==> config.mk <==
export PLATFORM = sky130hd
export DESIGN_NAME = dual_slave_sequencer_flat
export DESIGN_NICKNAME = d
export VERILOG_FILES = /design/src/rtl/dual_slave_sequencer_if.sv /design/src/rtl/dual_slave_sequencer.sv /design/src/flat_wrapper.sv
export SDC_FILE = /design/constraint.sdc
export NUM_CORES = 1
export LEC_CHECK = 0
export BUFFER_PORTS_ARGS = -buffer_cell sky130_fd_sc_hd__buf_2
export CORE_UTILIZATION = 50
export DETAILED_ROUTE_END_ITERATION = 10
export GPL_ROUTABILITY_DRIVEN = 1
export PLACE_DENSITY = 0.85
export SYNTH_ARGS = -nofsm -noshare
export SYNTH_HDL_FRONTEND = slang
export SYNTH_SLANG_ARGS = --single-unit
==> constraint.sdc <==
create_clock -name clk -period 1.3 [get_ports clk]
set_input_delay 0.195 -clock clk [delete_from_list [all_inputs] [get_ports clk]]
set_output_delay 0.195 -clock clk [all_outputs]
set_load 0.005 [all_outputs]
==> src/rtl/dual_slave_sequencer_if.sv <==
// Handshake bundle between the sequencer and whoever requests rounds.
// The slave modport is the sequencer side; master is the requester side.
interface dual_slave_sequencer_if #(
  parameter int CNT_W = 4
);
  logic             start;
  logic             trigger_1;
  logic             trigger_2;
  logic             done_1;
  logic             done_2;
  logic [CNT_W-1:0] slave_out_1;
  logic [CNT_W-1:0] slave_out_2;
  logic             busy;
  logic             round_done;

  modport master (
    output start,
    input  trigger_1, trigger_2, done_1, done_2,
    input  slave_out_1, slave_out_2, busy, round_done
  );

  modport slave (
    input  start,
    output trigger_1, trigger_2, done_1, done_2,
    output slave_out_1, slave_out_2, busy, round_done
  );
endinterface

==> src/rtl/dual_slave_sequencer.sv <==
// Controller FSM chaining two identical counter slaves through trigger/done
// handshakes: slave A runs, then slave B, then a round_done pulse.
module dual_slave_sequencer #(
  parameter int CNT_W     = 4,
  parameter int COUNT_MAX = 9
) (
  input  logic                    clk,
  input  logic                    rst_n,
  dual_slave_sequencer_if.slave   bus
);

  localparam logic [2:0] IDLE  = 3'd0;
  localparam logic [2:0] TRIG1 = 3'd1;
  localparam logic [2:0] WAIT1 = 3'd2;
  localparam logic [2:0] TRIG2 = 3'd3;
  localparam logic [2:0] WAIT2 = 3'd4;
  localparam logic [2:0] FIN   = 3'd5;

  localparam logic S_IDLE = 1'b0;
  localparam logic S_RUN  = 1'b1;

  localparam logic [CNT_W-1:0] CNT_TERM = COUNT_MAX[CNT_W-1:0];
  localparam logic [CNT_W-1:0] CNT_ONE  = {{(CNT_W-1){1'b0}}, 1'b1};

  logic [2:0]       state_reg;
  logic [2:0]       state_next;
  logic             trig1_reg;
  logic             trig2_reg;
  logic             busy_reg;
  logic             round_done_reg;

  logic [1:0]       trig_vec;
  logic [1:0]       done_vec;
  logic [CNT_W-1:0] cnt_arr [2];

  assign trig_vec = {trig2_reg, trig1_reg};

  always_comb begin
    state_next = state_reg;
    case (state_reg)
      IDLE:    if (bus.start) state_next = TRIG1;
      TRIG1:   state_next = WAIT1;
      WAIT1:   if (done_vec[0]) state_next = TRIG2;
      TRIG2:   state_next = WAIT2;
      WAIT2:   if (done_vec[1]) state_next = FIN;
      FIN:     state_next = IDLE;
      default: state_next = IDLE;
    endcase
  end

  // Moore outputs are registered from the next state so they line up with it.
  always_ff @(posedge clk) begin
    if (rst_n) begin
      state_reg      <= IDLE;
      trig1_reg      <= 1'b0;
      trig2_reg      <= 1'b0;
      busy_reg       <= 1'b0;
      round_done_reg <= 1'b0;
    end else begin
      state_reg      <= state_next;
      trig1_reg      <= (state_next == TRIG1);
      trig2_reg      <= (state_next == TRIG2);
      busy_reg       <= (state_next != IDLE);
      round_done_reg <= (state_next == FIN);
    end
  end

  generate
    for (genvar gi = 0; gi < 2; gi++) begin : g_slave
      logic             st_reg;
      logic             done_reg;
      logic [CNT_W-1:0] cnt_reg;
      logic [CNT_W-1:0] cnt_inc;

      assign cnt_inc = cnt_reg + CNT_ONE;

      // done stays high for one cycle while still in S_RUN; that cycle only
      // clears it and drops back to idle with the count parked at COUNT_MAX.
      always_ff @(posedge clk) begin
        if (rst_n) begin
          st_reg   <= S_IDLE;
          cnt_reg  <= '0;
          done_reg <= 1'b0;
        end else if (st_reg == S_IDLE) begin
          if (trig_vec[gi]) begin
            cnt_reg <= '0;
            st_reg  <= S_RUN;
          end
        end else if (done_reg) begin
          done_reg <= 1'b0;
          st_reg   <= S_IDLE;
        end else begin
          cnt_reg <= cnt_inc;
          if (cnt_inc == CNT_TERM) done_reg <= 1'b1;
        end
      end

      assign done_vec[gi] = done_reg;
      assign cnt_arr[gi]  = cnt_reg;
    end
  endgenerate

  assign bus.trigger_1   = trig1_reg;
  assign bus.trigger_2   = trig2_reg;
  assign bus.done_1      = done_vec[0];
  assign bus.done_2      = done_vec[1];
  assign bus.slave_out_1 = cnt_arr[0];
  assign bus.slave_out_2 = cnt_arr[1];
  assign bus.busy        = busy_reg;
  assign bus.round_done  = round_done_reg;

endmodule

==> src/flat_wrapper.sv <==
// flat-port wrapper written by rule: the top's interface ports become plain ports
module dual_slave_sequencer_flat 
#(
  parameter int CNT_W     = 4,
  parameter int COUNT_MAX = 9
)
  (clk, rst_n, bus_start, bus_trigger_1, bus_trigger_2, bus_done_1, bus_done_2, bus_slave_out_1, bus_slave_out_2, bus_busy, bus_round_done);
  dual_slave_sequencer_if #(.CNT_W(CNT_W)) bus_i ();
  input  logic clk;
  input  logic rst_n;
  input wire logic [$bits(bus_i.start)-1:0] bus_start;
  output wire logic [$bits(bus_i.trigger_1)-1:0] bus_trigger_1;
  output wire logic [$bits(bus_i.trigger_2)-1:0] bus_trigger_2;
  output wire logic [$bits(bus_i.done_1)-1:0] bus_done_1;
  output wire logic [$bits(bus_i.done_2)-1:0] bus_done_2;
  output wire logic [$bits(bus_i.slave_out_1)-1:0] bus_slave_out_1;
  output wire logic [$bits(bus_i.slave_out_2)-1:0] bus_slave_out_2;
  output wire logic [$bits(bus_i.busy)-1:0] bus_busy;
  output wire logic [$bits(bus_i.round_done)-1:0] bus_round_done;
  assign bus_i.start = bus_start;
  assign bus_trigger_1 = bus_i.trigger_1;
  assign bus_trigger_2 = bus_i.trigger_2;
  assign bus_done_1 = bus_i.done_1;
  assign bus_done_2 = bus_i.done_2;
  assign bus_slave_out_1 = bus_i.slave_out_1;
  assign bus_slave_out_2 = bus_i.slave_out_2;
  assign bus_busy = bus_i.busy;
  assign bus_round_done = bus_i.round_done;
  dual_slave_sequencer #(.CNT_W(CNT_W), .COUNT_MAX(COUNT_MAX)) u_core (.clk(clk), .rst_n(rst_n), .bus(bus_i));
endmodule
==> metrics.log <==
INFO  metric wl_per_cell = 12.0 µm
INFO  metric nNetsFinal = 128
INFO  metric syn-mean-instance-area = 9.06 µm²
INFO  metric gp_congestion = 0.791
INFO  metric max_freq = 827 MHz
INFO  metric detail_route.wirelength = 1750 µm
INFO  metric worst_slew_margin_rel = 0.813
INFO  metric yosysWarnings = 0
INFO  metric dr.pass1.iters = 4
INFO  metric timing.critical_path.from_type = flip-flop
INFO  metric most_frequent_cells_in_the_layout = dfxtp_1 (19), buf_2 (16), nand2_1 (9)
INFO  metric first_iter_violations = 5
INFO  metric cp_cell_sequence = ha_1 -> nand2b_1 -> or3b_1 -> a31oi_1
INFO  metric initial_utilization = 0.530
INFO  metric post_synth_instance_area = 915 µm²
INFO  metric setup_violating_endpoint_count_in_the_final_report = 0
INFO  metric antenna_found_initial = 0
INFO  metric worst_path_cell_with_the_longest_stage_delay = dfxtp_1
INFO  metric mappedNetlistNets = 108
INFO  metric layout_setup_ws = 91.1 ps
INFO  metric critical_path.reg2reg.endpoint = u_core.bus.slave_out_2[2]$_SDFFE_PP0P_
INFO  metric worst_path_dominant_cell_family = simple AND/OR/NAND/NOR gates
INFO  metric row_count = 15
INFO  metric post-route-drc-count = 0
INFO  metric numClockSinks = 19
INFO  metric worst_hold_path.num_cells = 3
INFO  metric number_of_flip_flops_and_latches_in_the_synthesized_netlist = 19
INFO  metric post_cts.repair.setup_buffers = 0
INFO  metric ff2ff_setup_slack = 90 ps
INFO  metric design_area = 1060 µm²
INFO  metric cp_slowest_stage_delay = 350 ps
INFO  metric global_route_wire_length_before_repair = 2930 µm
INFO  metric die_area = 2000 µm²
INFO  metric cell_variety_after_synth = 33
INFO  metric boundaryPins = 17
INFO  metric avgViaCountPerCell = 5.27
INFO  metric critical_path.endpoint_type = flip-flop
INFO  metric period_utilization_post_route = 0.930
INFO  metric hp-start = bus_start
INFO  metric fillCellCount = 162
INFO  metric maxCapViolCount = 0
INFO  metric detailedPlacementHpwl = 1220 µm
INFO  metric synth_ff_type = dfxtp_1
INFO  metric worst_r2r_path_depth = 4
INFO  metric worst_skew_pair.late_latency = 300 ps
INFO  metric clk_root_buffer_cell = clkbuf_4
INFO  metric numPortBuffers = 16
INFO  metric power.leakage = 0.000392 µW
INFO  metric asyncSetResetFlopFracSynth = 0
INFO  metric clk_transition_reported_paths = 110 ps
INFO  metric final.setup_skew = 8.12 ps
INFO  metric cp.arrival = 1430 ps
INFO  metric mostFrequentLayoutCell = dfxtp_1
INFO  metric core_region = 1730 µm²
INFO  metric dr_total_vias = 764
INFO  metric min_period = 1210 ps
INFO  metric groute.usage.overall = 0.201
INFO  metric path_class = flip-flop to flip-flop
INFO  metric vdd_drop_max = 0.591 mV
INFO  metric n_antenna_cell = 0
INFO  metric cts_made_buffers = 3
INFO  metric syn_to_final_growth = 15.6%
INFO  metric via_count_of_the_first_global_routing_pass = 726
INFO  metric chipHeight = 44.8 µm
INFO  metric tritoncts_clock_tree = built
INFO  metric postSynthCellCount = 101
INFO  metric seq_area_frac_synth = 0.416
INFO  metric place_worst_setup_slack = 111 ps
INFO  metric drive_gt1_frac = 0.225
INFO  metric worstPathRequired = 1520 ps
INFO  metric report.final.hold_viol_count = 0
INFO  metric final-max-slew-violation-count = 0
INFO  metric clk_path_buf_depth = 2
INFO  metric die_width = 44.8 µm
INFO  metric place_area = 1030 µm²
INFO  metric number_of_enable_type_register_cells_in_the_synthesized_netlist = 0
INFO  metric path_buf_inv = 0
INFO  metric grt_start_max_net_pins = 22
INFO  metric power-per-cell-area = 999 nW/µm²
INFO  metric antenna_violating_nets_post_route = 0
INFO  metric origin_of_the_worst_setup_path = u_core.bus.slave_out_2[0]$_SDFFE_PP0P_
INFO  metric finalSetupTns = 0 ps
INFO  metric r2r_start = u_core.bus.slave_out_2[0]$_SDFFE_PP0P_
INFO  metric cts_max_level = 1
INFO  metric outcome = complete, no violations
INFO  metric cp_max_fo = 2
INFO  metric timing_worst_slew_pin_value = 281 ps
INFO  metric grt_overflow_total = 0
INFO  metric hp-class = primary input to flip-flop
INFO  metric holdPathEnd = u_core.bus.trigger_1$_SDFF_PP0_
INFO  metric unrepaired_setup_endpoints_after_global_routing = no
INFO  metric hold_fix_buffer_count_after_cts = 0
INFO  metric post_cts_resized = 0
[worst register-to-register path, delay by kind of cell (launching register included)]
family                     cells  cell delay (ps)
and+or+nand+nor                2              430
DFF                            1              350
adders and majority gates      1              180
AOI/OAI and AO/OA              1              180
[layer usage]
metal | global-route usage | wire, µm | up-vias
met3 | 0.0480 | 86 | 4
met4 | 0.115 | 37 | 0
met1 | 0.226 | 751 | 345
met2 | 0.344 | 870 | 20
li1 | - | - | 395
met5 | 0 | 0 | -
[layout make-up]
| cell class | count | area [µm²] | area share |
|---|---|---|---|
| Clock buffer | 4 | 26.3 | 0.0249 |
| Inverter | 4 | 15.0 | 0.0142 |
| Sequential cell | 19 | 380 | 0.360 |
| Tap cell | 25 | 31.3 | 0.0296 |
| Multi-Input combinational cell | 74 | 502 | 0.475 |
| Timing Repair Buffer | 19 | 103 | 0.0970 |
[Yosys cell counts (2+ instances only)]
library cell	number	area, µm²
ha_1	4	50.1
o21ai_1	3	15.0
or3b_1	3	26.3
nor2_1	6	22.5
nand3_1	4	20.0
nand2b_1	5	31.3
inv_1	4	15.0
xor2_1	2	17.5
nor3_1	5	25.0
buf_2	2	10.0
nor2b_1	2	12.5
nand4b_1	4	35.0
nand2_1	9	33.8
clkbuf_1	2	7.51
dfxtp_1	19	380
xnor2_1	3	26.3
a21oi_1	7	35.0
a31oi_1	2	12.5
[where the power goes]
part	internal, µW	total [µW]	leakage [µW]	switching (µW)
clock network	120	301	0.0000150	182
logic	53.6	114	0.000223	60.4
registers	607	640	0.000154	33.7
total	780	1060	0.000392	276
[how the worst max path moves through the flow]
stage	endpoint	slack, ps	cells after the start
2_1_floorplan	u_core.bus.slave_out_2[2]$_SDFFE_PP0P_	100	4
3_3_place_gp	u_core.bus.slave_out_2[2]$_SDFFE_PP0P_	160	4
3_5_place_dp	u_core.bus.slave_out_1[3]$_SDFFE_PP0P_	110	3
4_1_cts	u_core.bus.slave_out_1[3]$_SDFFE_PP0P_	90	3
5_1_grt	u_core.bus.slave_out_2[2]$_SDFFE_PP0P_	4	4
6_report	u_core.bus.slave_out_2[2]$_SDFFE_PP0P_	90	4
[cell families (layout without fill, tap and decap cells)]
| logic type | count (synthesis) | count (layout) | share of synthesized area |
|---|---|---|---|
| AO/OA/AOI/OAI | 18 | 18 | 0.126 |
| multiplexers | 1 | 1 | 0.0109 |
| XOR/XNOR | 5 | 5 | 0.0479 |
| flip-flops | 19 | 19 | 0.416 |
| buffers and inverters | 8 | 27 | 0.0356 |
| AND/OR/NAND/NOR | 46 | 46 | 0.309 |
| adder cells (fa/ha/maj) | 4 | 4 | 0.0547 |
[stage by stage]
stage	hold slack, ps	std cells	util	power (µW)
final	133	145	0.612	1060
after global routing	118	145	0.612	1110
after CTS	137	145	0.612	1060
after detailed placement	452	141	0.597	768
after global placement	445	141	0.597	761
after floorplan	270	101	-	728
No activity file was read; power rests on OpenSTA's default activity.
